**src/rtl/add16_accumulator_pkg.sv**
```systemverilog
// Shared definitions for the frame accumulator: FSM encoding and adder width.
// Imported by the interface, the adder wrapper and the top.
package add16_accumulator_pkg;

  localparam int ADD_W = 16;

  typedef enum logic [1:0] {
    ST_IDLE = 2'd0,
    ST_RUN  = 2'd1,
    ST_DONE = 2'd2
  } state_t;

endpackage

```
**src/rtl/add16_accumulator_if.sv**
```systemverilog
// Frame request, word stream and result bus between a word source and the accumulator.
interface add16_accumulator_if
  import add16_accumulator_pkg::*;
#(
  parameter int CNT_W = 8,
  parameter int EXT_W = 8
);

  logic             start;
  logic [CNT_W-1:0] len;
  logic             valid;
  logic [ADD_W-1:0] data;
  logic             ready;
  logic [ADD_W-1:0] sum;
  logic [EXT_W-1:0] ext;
  logic             ovf;
  logic             busy;
  logic             done;

  modport master (
    output start, len, valid, data,
    input  ready, sum, ext, ovf, busy, done
  );

  modport slave (
    input  start, len, valid, data,
    output ready, sum, ext, ovf, busy, done
  );

endinterface

```
**src/rtl/add16_accumulator_add16b.sv**
```systemverilog
// Plain 16-bit ripple adder, carry-in tied to 0; combinational.
module add16_accumulator_add16b
  import add16_accumulator_pkg::*;
(
  input  logic [ADD_W-1:0] a,
  input  logic [ADD_W-1:0] b,
  output logic [ADD_W-1:0] s,
  output logic             c
);

  assign {c, s} = {1'b0, a} + {1'b0, b};

endmodule

```
**src/rtl/add16_accumulator.sv**
```systemverilog
// Frame accumulator: sums len words through the 16-bit adder, counting carry-outs in ext.
// Result valid the cycle after the last accept (with done); ready only while a frame runs.
module add16_accumulator
  import add16_accumulator_pkg::*;
#(
  parameter int WIDTH = ADD_W,
  parameter int CNT_W = 8,
  parameter int EXT_W = 8
) (
  input  logic                 clk,
  input  logic                 rst_n,
  add16_accumulator_if.slave   acc
);

  state_t           state;
  state_t           state_nxt;
  logic [CNT_W-1:0] rem;
  logic [WIDTH-1:0] sum;
  logic [EXT_W-1:0] ext;
  logic             ovf;
  logic             ready;
  logic             busy;
  logic             done;
  logic             accept;
  logic             last_word;
  logic [WIDTH-1:0] add_s;
  logic             add_c;

  add16_accumulator_add16b u_add (
    .a (sum),
    .b (acc.data),
    .s (add_s),
    .c (add_c)
  );

  assign accept    = acc.valid && ready;
  assign last_word = (rem == CNT_W'(1));

  always_ff @(posedge clk or negedge rst_n) begin
    if (!rst_n) begin
      state <= ST_IDLE;
    end else begin
      state <= state_nxt;
    end
  end

  always_comb begin
    state_nxt = state;
    ready     = 1'b0;
    busy      = 1'b0;
    done      = 1'b0;
    case (state)
      ST_IDLE: begin
        if (acc.start) begin
          state_nxt = (acc.len == '0) ? ST_DONE : ST_RUN;
        end
      end
      ST_RUN: begin
        ready = 1'b1;
        busy  = 1'b1;
        if (accept && last_word) begin
          state_nxt = ST_DONE;
        end
      end
      ST_DONE: begin
        done      = 1'b1;
        state_nxt = ST_IDLE;
      end
      default: state_nxt = ST_IDLE;
    endcase
  end

  // A new frame clears the result; otherwise the last result is held for the consumer.
  always_ff @(posedge clk or negedge rst_n) begin
    if (!rst_n) begin
      rem <= '0;
      sum <= '0;
      ext <= '0;
      ovf <= 1'b0;
    end else if (state == ST_IDLE && acc.start) begin
      rem <= acc.len;
      sum <= '0;
      ext <= '0;
      ovf <= 1'b0;
    end else if (accept) begin
      rem <= rem - CNT_W'(1);
      sum <= add_s;
      if (add_c) begin
        ext <= ext + EXT_W'(1);
        if (&ext) begin
          ovf <= 1'b1;
        end
      end
    end
  end

  assign acc.ready = ready;
  assign acc.busy  = busy;
  assign acc.done  = done;
  assign acc.sum   = sum;
  assign acc.ext   = ext;
  assign acc.ovf   = ovf;

endmodule

```
**src/flat_wrapper.sv**
```systemverilog
// flat-port wrapper written by rule: the top's interface ports become plain ports
module add16_accumulator_flat import add16_accumulator_pkg::*;
#(
  parameter int WIDTH = ADD_W,
  parameter int CNT_W = 8,
  parameter int EXT_W = 8
)
  (clk, rst_n, acc_start, acc_len, acc_valid, acc_data, acc_ready, acc_sum, acc_ext, acc_ovf, acc_busy, acc_done);
  add16_accumulator_if #(.CNT_W(CNT_W), .EXT_W(EXT_W)) acc_i ();
  input  logic clk;
  input  logic rst_n;
  input wire logic [$bits(acc_i.start)-1:0] acc_start;
  input wire logic [$bits(acc_i.len)-1:0] acc_len;
  input wire logic [$bits(acc_i.valid)-1:0] acc_valid;
  input wire logic [$bits(acc_i.data)-1:0] acc_data;
  output wire logic [$bits(acc_i.ready)-1:0] acc_ready;
  output wire logic [$bits(acc_i.sum)-1:0] acc_sum;
  output wire logic [$bits(acc_i.ext)-1:0] acc_ext;
  output wire logic [$bits(acc_i.ovf)-1:0] acc_ovf;
  output wire logic [$bits(acc_i.busy)-1:0] acc_busy;
  output wire logic [$bits(acc_i.done)-1:0] acc_done;
  assign acc_i.start = acc_start;
  assign acc_i.len = acc_len;
  assign acc_i.valid = acc_valid;
  assign acc_i.data = acc_data;
  assign acc_ready = acc_i.ready;
  assign acc_sum = acc_i.sum;
  assign acc_ext = acc_i.ext;
  assign acc_ovf = acc_i.ovf;
  assign acc_busy = acc_i.busy;
  assign acc_done = acc_i.done;
  add16_accumulator #(.WIDTH(WIDTH), .CNT_W(CNT_W), .EXT_W(EXT_W)) u_core (.clk(clk), .rst_n(rst_n), .acc(acc_i));
endmodule
```
**config.mk**
```make
export PLATFORM = sky130hd
export DESIGN_NAME = add16_accumulator_flat
export DESIGN_NICKNAME = d
export VERILOG_FILES = /design/src/rtl/add16_accumulator_pkg.sv /design/src/rtl/add16_accumulator_if.sv /design/src/rtl/add16_accumulator_add16b.sv /design/src/rtl/add16_accumulator.sv /design/src/flat_wrapper.sv
export SDC_FILE = /design/constraint.sdc
export NUM_CORES = 1
export LEC_CHECK = 0
export ABC_AREA = 1
export ABC_CLOCK_PERIOD_IN_PS = 2590
export BUFFER_PORTS_ARGS = -buffer_cell sky130_fd_sc_hd__buf_2
export CAP_MARGIN = 20
export CORE_UTILIZATION = 51
export DETAILED_ROUTE_END_ITERATION = 8
export PLACE_DENSITY = 0.75
export SLEW_MARGIN = 10
export SYNTH_ARGS = -nofsm -noshare
export SYNTH_HDL_FRONTEND = slang
export SYNTH_SLANG_ARGS = --single-unit
```
**constraint.sdc**
```tcl
create_clock -name clk -period 2.59 [get_ports clk]
set_input_delay 0.777 -clock clk [delete_from_list [all_inputs] [get_ports clk]]
set_output_delay 0.777 -clock clk [all_outputs]
set_load 0.05 [all_outputs]
```
==> flow_metrics.tcl <==
set metrics [dict create \
    reg2reg_setup_slack_ns 0.65 \
    crit_type "in2reg" \
    worstPathRequired_ns 2.76 \
    dp_hpwl_mm 4.54 \
    grt_overflow_total 0 \
    dominantRegCellSynth "dfrtp_1" \
    cp_slowest_cell "fa_1" \
    post_cts_resized 0 \
    critPathMaxStageDelay_ns 0.35 \
    skew_ns 0.00520 \
    rsz0062_at_grt "no" \
    power.density_mw_per_mm2 1270 \
    dp.cells 519 \
    worst_pin_slew_ns 0.816 \
    cts_buffer_depth 2 \
    drt_iter0_markers 104 \
    fp-row-count 26 \
    whs_ns 0.496 \
    wl_mm 6.04 \
    dpl_worst_slack_ns 0.170 \
    grt_first_pass_wirelength_mm 9.98 \
    ys_top_cells_by_area "dfrtp_1 (32%), nand2_1 (19%), ha_1 (8.6%)" \
    cp_common_cell "nand2_1" \
    dieArea_mm2 0.00571 \
    cts_hold_buffers 0 \
    slew_viol_final 0 \
    async_flop_share_pct 100 \
    die_y_um 75.6 \
    hp-class "reg2reg" \
    h-tree-depth 2 \
    cts_tree "done" \
    seq_area_frac_synth_pct 31.7 \
    reg2regPathDepth 13 \
    dr.pass1.iters 4 \
    postCtsSetupBuffers 0 \
    drive_above_1_share_pct 19.9 \
    gp_congestion 0.836 \
    crit_cells 14 \
    initial_core_util_pct 53.3 \
    synth_top_cell_by_area "dfrtp_1" \
    die_w_um 75.6 \
    yosysMostFrequentCell "nand2_1" \
    fin_tns_setup_ns 0 \
    core_mm2 0.00517 \
    setup_slack_ns 0.475 \
    whs_path_depth 2 \
    vias 2603 \
    post-route-util_pct 61.1 \
    ir_worst_vdd_mv 0.546 \
    instances_no_fill 527 \
    synthCells 400 \
    timing.rr.end "u_core.acc.ext[2]" \
    ios 56 \
    port_buffers 55 \
    cp_num_buf_inv 3 \
    critical_path.top_delay_family "simple AND/OR/NAND/NOR gates" \
    syn-cell-area_mm2 0.00276 \
    root_buffer "clkbuf_8" \
    wl_per_cell_um 11.5 \
    numCtsBuffers 5 \
    critPathMaxFanout 13 \
    drc_errors 0 \
    hold_viol_final 0 \
    area_growth_pct 14.5 \
    period_minus_slack_ns 2.11 \
    postSynthAreaPerCell_um2 6.90 \
    ys_warn_count 0 \
    fin_nets 504 \
    grt_pass1_vias 2272 \
    cp-end-kind "register" \
    synthTopCellsByCount "nand2_1 (139), inv_1 (60), dfrtp_1 (35), nand3_1 (27), nor2_1 (21)" \
    ant_nets 0 \
    min_from "u_core.rem[2]" \
    r2r_start "u_core.acc.sum[0]" \
    clkLatencyLatePin_ns 0.29 \
    slew_headroom_pct 45.6 \
    leakagePower_uw 0.00181 \
    status "complete, no violations" \
    cp-start-kind "input port" \
    clk_pin_slew_worst_paths_ns 0.08 \
    cp-startpoint "acc_data[0]" \
    cp_data_arrival_time_ns 2.28 \
    grt_start_max_net_pins 36 \
    setup_viol 0 \
    fmaxAchievable_mhz 473 \
    synth_nets 448 \
    grt_antenna_before_repair 0 \
    ys_ff_latch 35 \
    post-route-period-util_pct 81.7 \
    netlist-cell-type-count 36 \
    maxCapViolCount 0 \
    cts_sinks 35 \
    synth_edf_count 0 \
    viasPerCell 4.94 \
    num_antenna_cells 0 \
    worstHoldEndpoint "u_core.rem[2]" \
    yosysTopAreaCellShare_pct 31.7 \
    grt_util_all_layers_pct 22.8 \
    worstPathCellList "buf_2 -> ha_1 -> inv_1 -> fa_1 -> inv_1 -> nand2_1 -> nand2_1 -> nand3_1 -> nand2_2 -> nand2_2 -> nand2_4 -> nand2_4 -> nand2_1 -> o21ai_0" \
]
[sequential cells by signal, indices dropped and copies added, names as in the netlist]
register	flops
u_core.acc.ext	8
u_core.acc.ovf	1
u_core.acc.sum	16
u_core.rem	8
u_core.state	2
[worst max-delay path by stage]
| stage | endpoint | slack, ns |
|---|---|---|
| after global placement | u_core.acc.ext[0] | 0.22 |
| after global routing | u_core.acc.ext[0] | 0.30 |
| after detailed placement | u_core.acc.ext[2] | 0.17 |
| final | u_core.acc.ext[2] | 0.48 |
| after CTS | u_core.acc.ext[2] | 0.48 |
| after floorplan | u_core.acc.ext[4] | 0.35 |
[cell families (layout without fill, tap and decap cells)]
logic type / count (synthesis) / in the layout / share of synthesized area, %
flip-flops: 35 / 35 / 31.7
AND/OR/NAND/NOR: 223 / 223 / 36.2
multiplexers: 1 / 1 / 0.363
XOR/XNOR: 6 / 6 / 1.90
AO/OA/AOI/OAI: 44 / 44 / 9.84
adder cells (fa/ha/maj): 20 / 20 / 9.34
buffers and inverters: 71 / 128 / 10.6
[stage by stage]
step | total power (µW) | cell area, µm²
3_5_place_dp | 3630 | 3070
5_1_grt | 4400 | 3160
6_report | 4010 | 3160
3_3_place_gp | 3570 | 3070
4_1_cts | 4040 | 3160
2_1_floorplan | 3100 | 2760
[worst register-to-register path, cell delays in order, from the launching register on]
cell and delay (ns):
dfrtp_1 0.37, ha_1 0.17, inv_1 0.05, fa_1 0.35
inv_1 0.10, nand2_1 0.07, nand2_1 0.07, nand3_1 0.07
nand2_2 0.10, nand2_2 0.07, nand2_4 0.10, nand2_4 0.13
nand2_1 0.09, o21ai_0 0.08
[layer usage]
layer  GRT usage [%]  wire length (µm)  share of wire (%)
met5               0                 0                  0
met2            38.7              2890                 48
met1            30.7              2920                 48
met4            5.56                33               0.55
met3            3.57               203                3.4
[area by class of cell]
cell class	count	area, µm²
Clock buffer	6	72.6
Clock inverter	2	12.5
Inverter	65	244
Timing Repair Buffer	55	275
Tap cell	70	87.6
Multi-Input combinational cell	294	1590
Fill cell	491	2010
Sequential cell	35	876
[cells in the final DEF, fill, tap and decap left out, types with 2 or more instances in the layout]
cell      netlist  routed
o221ai_1        2       2
nand2_4         2       2
clkbuf_8        0       5
dfrtp_1        35      35
a21oi_1        14      14
o21ai_0        14      14
nor4_1          2       2
nor2_1         21      21
inv_1          60      60
nand3_1        27      27
nand3b_1        5       5
ha_1           19      19
and2_1          3       3
nand2_1       139     139
inv_2           5       5
nor3_1          3       3
xor2_1          5       5
o21ai_2         5       5
o211ai_1        3       3
or2_2           2       2
nand2_2        12      12
o22ai_1         2       2
nand4_1         3       3
buf_2           2      55
[where the power goes]
part,switching (µW),internal [µW],total (µW),leakage [µW]
clock,208,188,396,0.0000412
combinational,1860,784,2650,0.00133
sequential,185,781,966,0.000439
No activity file was read; power rests on OpenSTA's default activity.
